[src/rtl/chan_pkg.sv]
// Shared types and constants for the convolutional channel-model injector.
package chan_pkg;

  typedef enum logic [1:0] {
    PASS     = 2'd0,
    PERIODIC = 2'd1,
    RANDOM   = 2'd2,
    BURST    = 2'd3
  } chan_mode_e;

  // State names carry a prefix so they do not clash with the BURST mode enumerator.
  typedef enum logic {
    BST_IDLE  = 1'b0,
    BST_BURST = 1'b1
  } burst_st_e;

  localparam logic [15:0] LFSR_POLY = 16'hB400;

  function automatic logic [1:0] popcount2(input logic [1:0] m);
    return {1'b0, m[1]} + {1'b0, m[0]};
  endfunction

endpackage

[src/rtl/chan_lfsr.sv]
// 16-bit right-shifting Galois LFSR; advances once per adv_i pulse.
module chan_lfsr
  import chan_pkg::*;
#(
  parameter logic [15:0] SEED = 16'hACE1
) (
  input  logic        clk,
  input  logic        rst,
  input  logic        adv_i,
  output logic [15:0] q_o
);

  always_ff @(posedge clk) begin
    if (!rst) begin
      q_o <= SEED;
    end else if (adv_i) begin
      q_o <= {1'b0, q_o[15:1]} ^ (q_o[0] ? LFSR_POLY : 16'h0000);
    end
  end

endmodule

[src/rtl/conv_channel_injector.sv]
// Channel-model stage: registers each valid encoder symbol and XORs in a pass/periodic/random/burst
// error mask. Define INJ_STATS_EN to build the symbol and bit-error counters and clr_i.
module conv_channel_injector
  import chan_pkg::*;
#(
  parameter int unsigned N     = 4,
  parameter int unsigned CNT_W = 16,
  parameter logic [15:0] SEED  = 16'hACE1
) (
  input  logic             clk,
  input  logic             rst,
  input  logic             valid_i,
  input  logic [1:0]       d_i,
  input  logic [1:0]       mode_i,
  input  logic [7:0]       thresh_i,
  input  logic [3:0]       burst_len_i,
  input  logic             clr_i,
  output logic             valid_o,
  output logic [1:0]       d_o,
  output logic [1:0]       err_o,
  output logic [CNT_W-1:0] sym_ct_o,
  output logic [CNT_W-1:0] bit_err_ct_o
);

  logic [15:0]      lfsr;
  logic [CNT_W-1:0] sym_idx_q;
  burst_st_e        st_q;
  logic [3:0]       bcnt_q;
  logic [3:0]       blen_q;
  logic             trig;
  logic [1:0]       mask;

  chan_lfsr #(
    .SEED (SEED)
  ) u_lfsr (
    .clk   (clk),
    .rst   (rst),
    .adv_i (valid_i),
    .q_o   (lfsr)
  );

  always_comb begin
    trig = &sym_idx_q[N-1:0];
    mask = 2'b00;
    case (chan_mode_e'(mode_i))
      PASS:     mask = 2'b00;
      PERIODIC: mask = trig ? 2'b11 : 2'b00;
      RANDOM:   mask = {lfsr[15:8] < thresh_i, lfsr[7:0] < thresh_i};
      BURST:    mask = (st_q == BST_BURST || trig) ? 2'b11 : 2'b00;
      default:  mask = 2'b00;
    endcase
  end

  always_ff @(posedge clk) begin
    if (!rst) begin
      valid_o   <= 1'b0;
      d_o       <= 2'b00;
      err_o     <= 2'b00;
      sym_idx_q <= '0;
      st_q      <= BST_IDLE;
      bcnt_q    <= 4'd0;
      blen_q    <= 4'd0;
    end else begin
      valid_o <= valid_i;
      if (valid_i) begin
        d_o       <= d_i ^ mask;
        err_o     <= mask;
        sym_idx_q <= sym_idx_q + 1'b1;
      end
      if (mode_i != BURST) begin
        st_q <= BST_IDLE;
      end else if (valid_i) begin
        if (st_q == BST_IDLE) begin
          // A one-symbol burst is fully covered by the trigger symbol itself.
          if (trig && burst_len_i > 4'd1) begin
            st_q   <= BST_BURST;
            bcnt_q <= 4'd1;
            blen_q <= burst_len_i;
          end
        end else begin
          if (bcnt_q + 4'd1 == blen_q) st_q <= BST_IDLE;
          bcnt_q <= bcnt_q + 4'd1;
        end
      end
    end
  end

`ifdef INJ_STATS_EN
  logic [CNT_W-1:0] sym_ct_q;
  logic [CNT_W-1:0] bit_ct_q;
  logic [CNT_W:0]   bit_sum;

  assign bit_sum = {1'b0, bit_ct_q} + (CNT_W + 1)'(popcount2(mask));

  always_ff @(posedge clk) begin
    if (!rst || clr_i) begin
      sym_ct_q <= '0;
      bit_ct_q <= '0;
    end else if (valid_i) begin
      if (sym_ct_q != '1) sym_ct_q <= sym_ct_q + 1'b1;
      bit_ct_q <= bit_sum[CNT_W] ? '1 : bit_sum[CNT_W-1:0];
    end
  end

  assign sym_ct_o     = sym_ct_q;
  assign bit_err_ct_o = bit_ct_q;
`else
  logic unused_clr;
  assign unused_clr   = clr_i;
  assign sym_ct_o     = '0;
  assign bit_err_ct_o = '0;
`endif

endmodule
[config.mk]
export PLATFORM = sky130hd
export DESIGN_NAME = conv_channel_injector
export DESIGN_NICKNAME = d
export VERILOG_FILES = /design/src/rtl/chan_pkg.sv /design/src/rtl/chan_lfsr.sv /design/src/rtl/conv_channel_injector.sv
export SDC_FILE = /design/constraint.sdc
export NUM_CORES = 1
export LEC_CHECK = 0
export BUFFER_PORTS_ARGS = -buffer_cell sky130_fd_sc_hd__buf_2
export CORE_MARGIN = 3
export CORE_UTILIZATION = 50
export DETAILED_ROUTE_END_ITERATION = 10
export PLACE_DENSITY_LB_ADDON = 0.3
export SKIP_LAST_GASP = 1
export SYNTH_ARGS = -nofsm -noshare
export SYNTH_HDL_FRONTEND = slang
export SYNTH_HIERARCHICAL = 1
export SYNTH_SLANG_ARGS = --single-unit
[constraint.sdc]
create_clock -name clk -period 2.5 [get_ports clk]
set_clock_uncertainty 0.2 [all_clocks]
set_input_delay 0.5 -clock clk [delete_from_list [all_inputs] [get_ports clk]]
set_output_delay 0.5 -clock clk [all_outputs]
set_load 0.005 [all_outputs]
After elaboration in Yosys (flattened, before gate mapping)
Cells that the tools add are included.
{"block": "word_totals", "regBits": 46, "in_bits": 20, "output_inout_bits": 37}
{"block": "op_classes", "n_addsub": 2, "order_cmp": 3, "eq_ne": 5, "muxes": 9, "bitwise": 5, "reduce_logical": 8}
{"operator": "$add A16 B1 Y16 const B", "n": 1}
{"operator": "$lt A8 B8 Y1", "n": 2}
{"operator": "$mux W16", "n": 1}
{"operator": "$xor A15 B16 Y16", "n": 1}
{"operator": "$mux W4", "n": 2}
{"operator": "$pmux W2 S4", "n": 1}
{"operator": "$reduce_and A4 Y1", "n": 2}
{"operator": "$add A4 B1 Y4 const B", "n": 1}
{"operator": "$eq A2 B2 Y1 const B", "n": 2}
{"operator": "$eq A4 B4 Y1", "n": 1}
{"operator": "$gt A4 B1 Y1 const B", "n": 1}
{"operator": "$mux W2", "n": 2}
{"operator": "$mux W1", "n": 3}
{"operator": "$not A1 Y1", "n": 3}
{"operator": "$reduce_and A3 Y1", "n": 1}
{"operator": "$eq A2 B1 Y1 const B", "n": 1}
{"operator": "$logic_not A2 Y1", "n": 1}
{"operator": "$ne A2 B2 Y1 const B", "n": 1}
{"operator": "$reduce_bool A2 Y1", "n": 1}
{"operator": "$reduce_or A2 Y1", "n": 1}
{"operator": "$xor A2 B2 Y2", "n": 1}
{"operator": "$logic_and A1 B1 Y1", "n": 1}
{"operator": "$logic_or A1 B1 Y1", "n": 1}

Longest topological paths before layout
Gate-level depths: netlist (run 1).
{"block": "depth", "depth_word": 5, "ltp_mapped": 7}

By module
The synthesis (run 1) kept the hierarchy.
{"mod": "conv_channel_injector", "n_inst": 1, "cells_per_inst": 168, "area_per_inst_um2": 1453.9}
{"mod": "chan_lfsr", "n_inst": 1, "cells_per_inst": 56, "area_per_inst_um2": 631.9}

Least setup slack after synthesis (run 1)
OpenSTA, ideal clock, no wires.
{"block": "synth_path", "kind": "input port to flip-flop", "from": "in thresh_i[2]", "to": "reg d_o[0]", "setup_time_ns": 0.079, "arrival_time_ns": 1.733, "setup_slack_ns": 0.488, "path_stages": 7, "n_path_buf": 0, "path_cell_list": "inv_1 > ha_1 > a211oi_1 > o21ai_0 > a21oi_1 > mux2_2 > o211ai_1"}
{"block": "synth_between", "elab_chain_cells": 3}
{"element": "from (decl)", "line": "conv_channel_injector.sv:15", "text": "input logic [7:0] thresh_i,"}
{"element": "$lt A8 B8 Y1", "line": "conv_channel_injector.sv:48", "text": "RANDOM: mask = {lfsr[15:8] < thresh_i, lfsr[7:0] < thresh_i};"}
{"element": "$pmux W2 S4", "line": "conv_channel_injector.sv:45", "text": "case (chan_mode_e'(mode_i))"}
{"element": "$xor A2 B2 Y2", "line": "conv_channel_injector.sv:66", "text": "d_o <= d_i ^ mask;"}
{"element": "to (signal assigned)", "line": "conv_channel_injector.sv:66"}
{"element": "to (decl)", "line": "conv_channel_injector.sv:19", "text": "output logic [1:0] d_o,"}
Every way passes these cells.
A chain may end at the register's enable or synchronous reset.

Worst setup path in the final report (run 1)
Ends and elaborated chain as after synthesis.

==> flow_summary.json, run 1 <==
{
  "status": "complete, no violations",
  "ys_seq_elements": 34,
  "antenna_cells": 0,
  "cap_violations": 0,
  "synth.area.mux_share": 0.0966,
  "cts.repair.resized": 0,
  "cts_max_level": 2,
  "drv_slew": 0,
  "grt_max_degree": 27,
  "clkTransAtPathRegs_ns": 0.06,
  "tns_ns": 0,
  "place.port_buffers": 23,
  "die_h_um": 70.6,
  "grt_usage": 0.150,
  "yosys_warnings": 6,
  "routed_wl_um": 3590,
  "grt_first_pass_wirelength_um": 6090,
  "placed_area_sq_mm": 0.00210,
  "chipWidth_um": 70.6,
  "vias": 1481,
  "final_util": 0.574,
  "fin_crit_sh": 0.814,
  "seq_area_sq_um": 681,
  "gp_congestion": 0.747,
  "yosys.area_share.adder": 0.0960,
  "power_density_mw_per_mm2": 526,
  "clk_latency_ns": 0.28,
  "num-fill-cells": 372,
  "area_delta_synth_final_pct": 5.28,
  "ys_seq_area_frac": 0.326,
  "syn_inst": 224,
  "fin_ws_ns": 0.466,
  "power_mw": 1.15,
  "required_ns": 2.50,
  "clockBufferDepth": 2,
  "avgSynthCellArea_sq_um": 9.31,
  "drt_iter0_markers": 96,
  "cts_tree": "yes",
  "synth_area_sq_mm": 0.00209,
  "antenna_found_initial": 0,
  "irDropWorstVdd_mv": 0.446,
  "dp_slack_ns": 0.198,
  "cts_made_buffers": 5,
  "dpl.hpwl_um": 2880,
  "reg2reg_depth": 6,
  "synthXorXnorAreaFrac": 0.0504,
  "postRouteAntennaNets": 0,
  "min_path_cells": 3,
  "fp.coreArea_sq_mm": 0.00383,
  "critPathMaxFanout": 2,
  "holdBufCountCts": 0,
  "worstSetupEndpointType": "flip-flop",
  "fin_area_sq_mm": 0.00220,
  "ioPinCount": 57,
  "synth_top_flop_cell": "dfxtp_1",
  "ys_async_sr_fraction": 0,
  "synth_compound_area_frac": 0.0960,
  "routed_via_density": 4.97,
  "synth_edf_count": 0,
  "firstDrtPassIters": 4,
  "cp.arrival_ns": 2.03,
  "synth_top_family_by_area": "simple AND/OR/NAND/NOR gates",
  "rsz0062_at_grt": "false",
  "leakagePower_nw": 1.03,
  "fin_crit_ns": 2.03,
  "fp.dieArea_sq_mm": 0.00498,
  "post_cts_buffers": 0,
  "final_layout_size_suffix_gt1_frac": 0.160,
  "grt_pass1_vias": 1356,
  "drc": 0,
  "gr-total-overflow": 0,
  "hold_viol": 0,
  "min_path_type": "in -> reg",
  "finalHoldWorstSlack_ns": 0.281,
  "initial_core_util": 0.545,
  "root_buffer": "clkbuf_8",
  "netlist-cell-type-count": 41,
  "setup_viol": 0,
  "fin_nets": 285,
  "row_count": 22,
  "multi_input_area_sq_mm": 0.00120,
  "critPathLaunchType": "input pin",
  "wire_per_inst_um": 12.0,
  "max_freq_mhz": 492,
  "cts.sinks": 34,
  "crit_type": "in -> reg",
  "yosys.area_share.simple": 0.177,
  "final_cells": 298,
  "dp.cells": 290
}
state kept, by name, summed over array words and instances (netlist names):
signal      cells
sym_idx_q       4
d_o             2
err_o           2
bcnt_q          4
u_lfsr/q_o     16
valid_o         1
blen_q          4
st_q            1
kinds of logic (layout without fill, tap and decap cells):
group	Yosys count	in the layout
simple gates	65	65
buf+inv	47	42
flops	34	34
compound gates	29	29
mux	20	20
fa+ha+maj	16	16
xor+xnor	12	12
other cells	1	32
cells in the mapped netlist (4+ instances only):
library cell  number  area [sq um]
and2_1             4          25.0
ha_1              16           200
mux2i_1           19           190
buf_4             33           248
a21oi_1            4          20.0
a211oi_1           4          30.0
o21ai_0            8          40.0
nor2_1             8          30.0
nand2_1           16          60.1
nand4_1            6          37.5
dfxtp_1           34           681
nor2b_1           14          87.6
xnor2_1            9          78.8
inv_1              8          30.0
where the power goes:
group,total [mW],internal (mW),switching [mW]
Combinational,0.159,0.0742,0.0853
Clock,0.404,0.222,0.182
Sequential,0.591,0.568,0.0231
Total,1.15,0.864,0.290
layer usage:
| metal | GRT usage | wire, um | up-vias |
|---|---|---|---|
| li1 | - | - | 758 |
| met1 | 0.204 | 1750 | 675 |
| met2 | 0.235 | 1610 | 46 |
| met3 | 0.0398 | 206 | 2 |
| met4 | 0.0438 | 28 | 0 |
| met5 | 0 | 0 | - |
final cells by class:
class / instances / share of cell area
multi-input combinational: 174 / 0.545
sequential: 34 / 0.310
timing repair buffer: 26 / 0.0627
clock buffer: 7 / 0.0393
tap: 48 / 0.0274
inverter: 8 / 0.0137
clock inverter: 1 / 0.00228
worst max-delay path, stage by stage:
cell and delay (ns):
buf_2 0.08, inv_1 0.05, ha_1 0.31, a211oi_1 0.24
o21ai_0 0.13, a21oi_1 0.27, mux2_2 0.37, o211ai_1 0.09
cell usage in the layout (no fill, tap or decap), types with 3 or more instances in the layout:
master	n
xor2_1	3
ha_1	16
and2_1	4
nor2_1	8
buf_4	3
buf_2	23
inv_1	8
dfxtp_1	34
a21oi_1	4
a211oi_1	4
conb_1	32
xnor2_1	9
nand3b_1	3
clkbuf_8	6
o21ai_0	8
nand4_1	6
nor2b_1	14
mux2i_1	19
nand2_1	16
final timing paths:
path              slack (ns)                endpoint                       start
hold reg to reg         0.29  bcnt_q[3]$_SDFFE_PN0P_      bcnt_q[3]$_SDFFE_PN0P_
hold / removal          0.28  blen_q[0]$_SDFFE_PN0P_              burst_len_i[0]
setup / recovery        0.47     d_o[0]$_SDFFE_PN0P_                 thresh_i[2]
setup reg to reg        0.51     d_o[0]$_SDFFE_PN0P_  u_lfsr/q_o[2]$_SDFFE_PN0P_
Power figures use the tool's default switching activity.
==> run 2, diff against run 1 <==
Settings changed: CORE_UTILIZATION 50 to 47.
Clock period 2.5 ns to 1.8 ns, I/O delays scaled along.
==> flow_summary.json, run 2 (synthesis results as in run 1) <==
{
  "status": "complete, no violations",
  "r2r_start": "u_lfsr/q_o[10]$_SDFFE_PN1P_",
  "rsz0062_at_grt": "true",
  "clk_latency_ns": 0.28,
  "fin_crit_ns": 1.77,
  "min_path_type": "in -> reg",
  "vias": 1516,
  "dp.cells": 307,
  "routed_wl_um": 3820,
  "firstDrtPassIters": 4,
  "dr.max_layer_used": "met4",
  "gp_congestion": 0.802,
  "num-fill-cells": 385,
  "r2r_end": "err_o[1]$_SDFFE_PN0P_",
  "clkTransAtPathRegs_ns": 0.07,
  "largest_register_ffs": 16,
  "chipWidth_um": 72.6,
  "dpl.hpwl_um": 2840,
  "holdBufCountCts": 0,
  "crit_start": "u_lfsr/q_o[10]$_SDFFE_PN1P_",
  "max_freq_mhz": 566,
  "leakagePower_nw": 1.13,
  "antenna_found_initial": 0,
  "dr_wl_met2_um": 1760,
  "cts_made_buffers": 5,
  "final_layout_size_suffix_gt1_frac": 0.264,
  "fp.dieArea_sq_mm": 0.00527,
  "final_cell_mix": "conb_1 (32), dfxtp_1 (31), buf_2 (23)",
  "cts_max_level": 2,
  "cts.sinks": 34,
  "drv_slew": 0,
  "drc": 0,
  "critPathMaxFanout": 2,
  "power_density_mw_per_mm2": 676,
  "grt_max_degree": 31,
  "cap_violations": 0,
  "worstSetupEndpointType": "flip-flop",
  "r2r_slack_ns": 0.03,
  "fp.coreArea_sq_mm": 0.00414,
  "grt_pass1_vias": 1424,
  "fin_nets": 301,
  "required_ns": 1.83,
  "power_mw": 1.63,
  "area_delta_synth_final_pct": 15.4,
  "cp.arrival_ns": 1.79,
  "clockBufferDepth": 2,
  "irDropWorstVdd_mv": 0.407,
  "die_h_um": 72.6,
  "reg2reg_depth": 7,
  "row_count": 23,
  "place.port_buffers": 23,
  "final_util": 0.581,
  "root_buffer": "clkbuf_8",
  "routed_via_density": 4.81,
  "ioPinCount": 57,
  "antenna_cells": 0,
  "max_flop_register": "u_lfsr/q_o",
  "postRouteAntennaNets": 0,
  "setup_viol": 0,
  "grt_usage": 0.152,
  "final_cells": 315,
  "initial_core_util": 0.503,
  "cp-endpoint": "err_o[1]$_SDFFE_PN0P_",
  "grt_first_pass_wirelength_um": 6360,
  "cts_tree": "yes",
  "drt_iter0_markers": 37,
  "final_common_cell": "conb_1",
  "met3WireLength_um": 169,
  "critPathLaunchType": "flip-flop",
  "wire_per_inst_um": 12.1,
  "gr-total-overflow": 0,
  "hold_viol": 0,
  "fin_crit_sh": 0.982,
  "crit_type": "reg -> reg",
  "wl_met1_um": 1870
}
## run 2: cell count changes in the layout (fill, tap and decap cells not counted), moves of 2 or more
cell | previous run | this run
o21ai_0 | 8 | 4
dfxtp_1 | 34 | 31
a21oi_1 | 4 | 2
a21oi_2 | 0 | 2
ha_4 | 0 | 3
ha_1 | 16 | 13
dfxtp_2 | 0 | 3
a211oi_2 | 0 | 4
buf_4 | 3 | 18
a211oi_1 | 4 | 0
o21ai_1 | 0 | 4
## run 2: worst min-delay path by stage
stage,from,to,slack (ns),cells past startpoint
CTS,burst_len_i[0],blen_q[0]$_SDFFE_PN0P_,0.13,3
finish,d_i[1],d_o[1]$_SDFFE_PN0P_,0.13,2
global placement,bcnt_q[3]$_SDFFE_PN0P_,bcnt_q[3]$_SDFFE_PN0P_,0.27,1
global route,d_i[1],d_o[1]$_SDFFE_PN0P_,0.14,2
floorplan,bcnt_q[3]$_SDFFE_PN0P_,bcnt_q[3]$_SDFFE_PN0P_,0.25,1
detailed placement,bcnt_q[3]$_SDFFE_PN0P_,bcnt_q[3]$_SDFFE_PN0P_,0.27,1
## run 2: layer usage
layer  track usage  vias up
li1              -      784
met1         0.199      698
met2         0.242       32
met3        0.0413        2
met4        0.0471        0
met5             0        -
## run 2: what timing repair did
action | 4_1_cts | 5_1_grt
setup endpoints to repair | 2 | 9
resized for setup | 4 | 13
setup buffers | 1 | 1
pin swaps | 2 | 4
## run 2: final cells by class
| type | instances | area, sq um | share of cell area |
|---|---|---|---|
| repair buffers | 42 | 270 | 0.112 |
| multi-input cells | 174 | 1280 | 0.532 |
| clock buffers | 5 | 68.8 | 0.0286 |
| inverters | 8 | 30.0 | 0.0125 |
| flip-flops and latches | 34 | 684 | 0.284 |
| clock inverters | 2 | 10.0 | 0.00416 |
| well taps | 50 | 62.6 | 0.0260 |
## run 2: per-stage QoR
| stage | area, sq um | TNS (ns) | setup WS (ns) | hold slack [ns] |
|---|---|---|---|---|
| global placement | 2240 | -0.575 | -0.219 | 0.265 |
| detailed placement | 2240 | -0.643 | -0.253 | 0.269 |
| floorplan | 2210 | -0.000609 | -0.000609 | 0.248 |
| global route | 2410 | -0.131 | -0.0491 | 0.141 |
| finish | 2410 | 0 | 0.0323 | 0.129 |
| CTS | 2350 | 0 | 0.00185 | 0.134 |
## run 2: critical path: stages (launching register included)
cell and delay [ns]:
dfxtp_1 0.32, ha_1 0.30, a211oi_2 0.21, o21ai_1 0.10, a21oi_2 0.22, buf_4 0.14, buf_4 0.09, o221a_2 0.16
## run 2: power breakdown
part,switching [mW],internal [mW]
clock network,0.265,0.259
registers,0.0268,0.789
logic,0.143,0.143
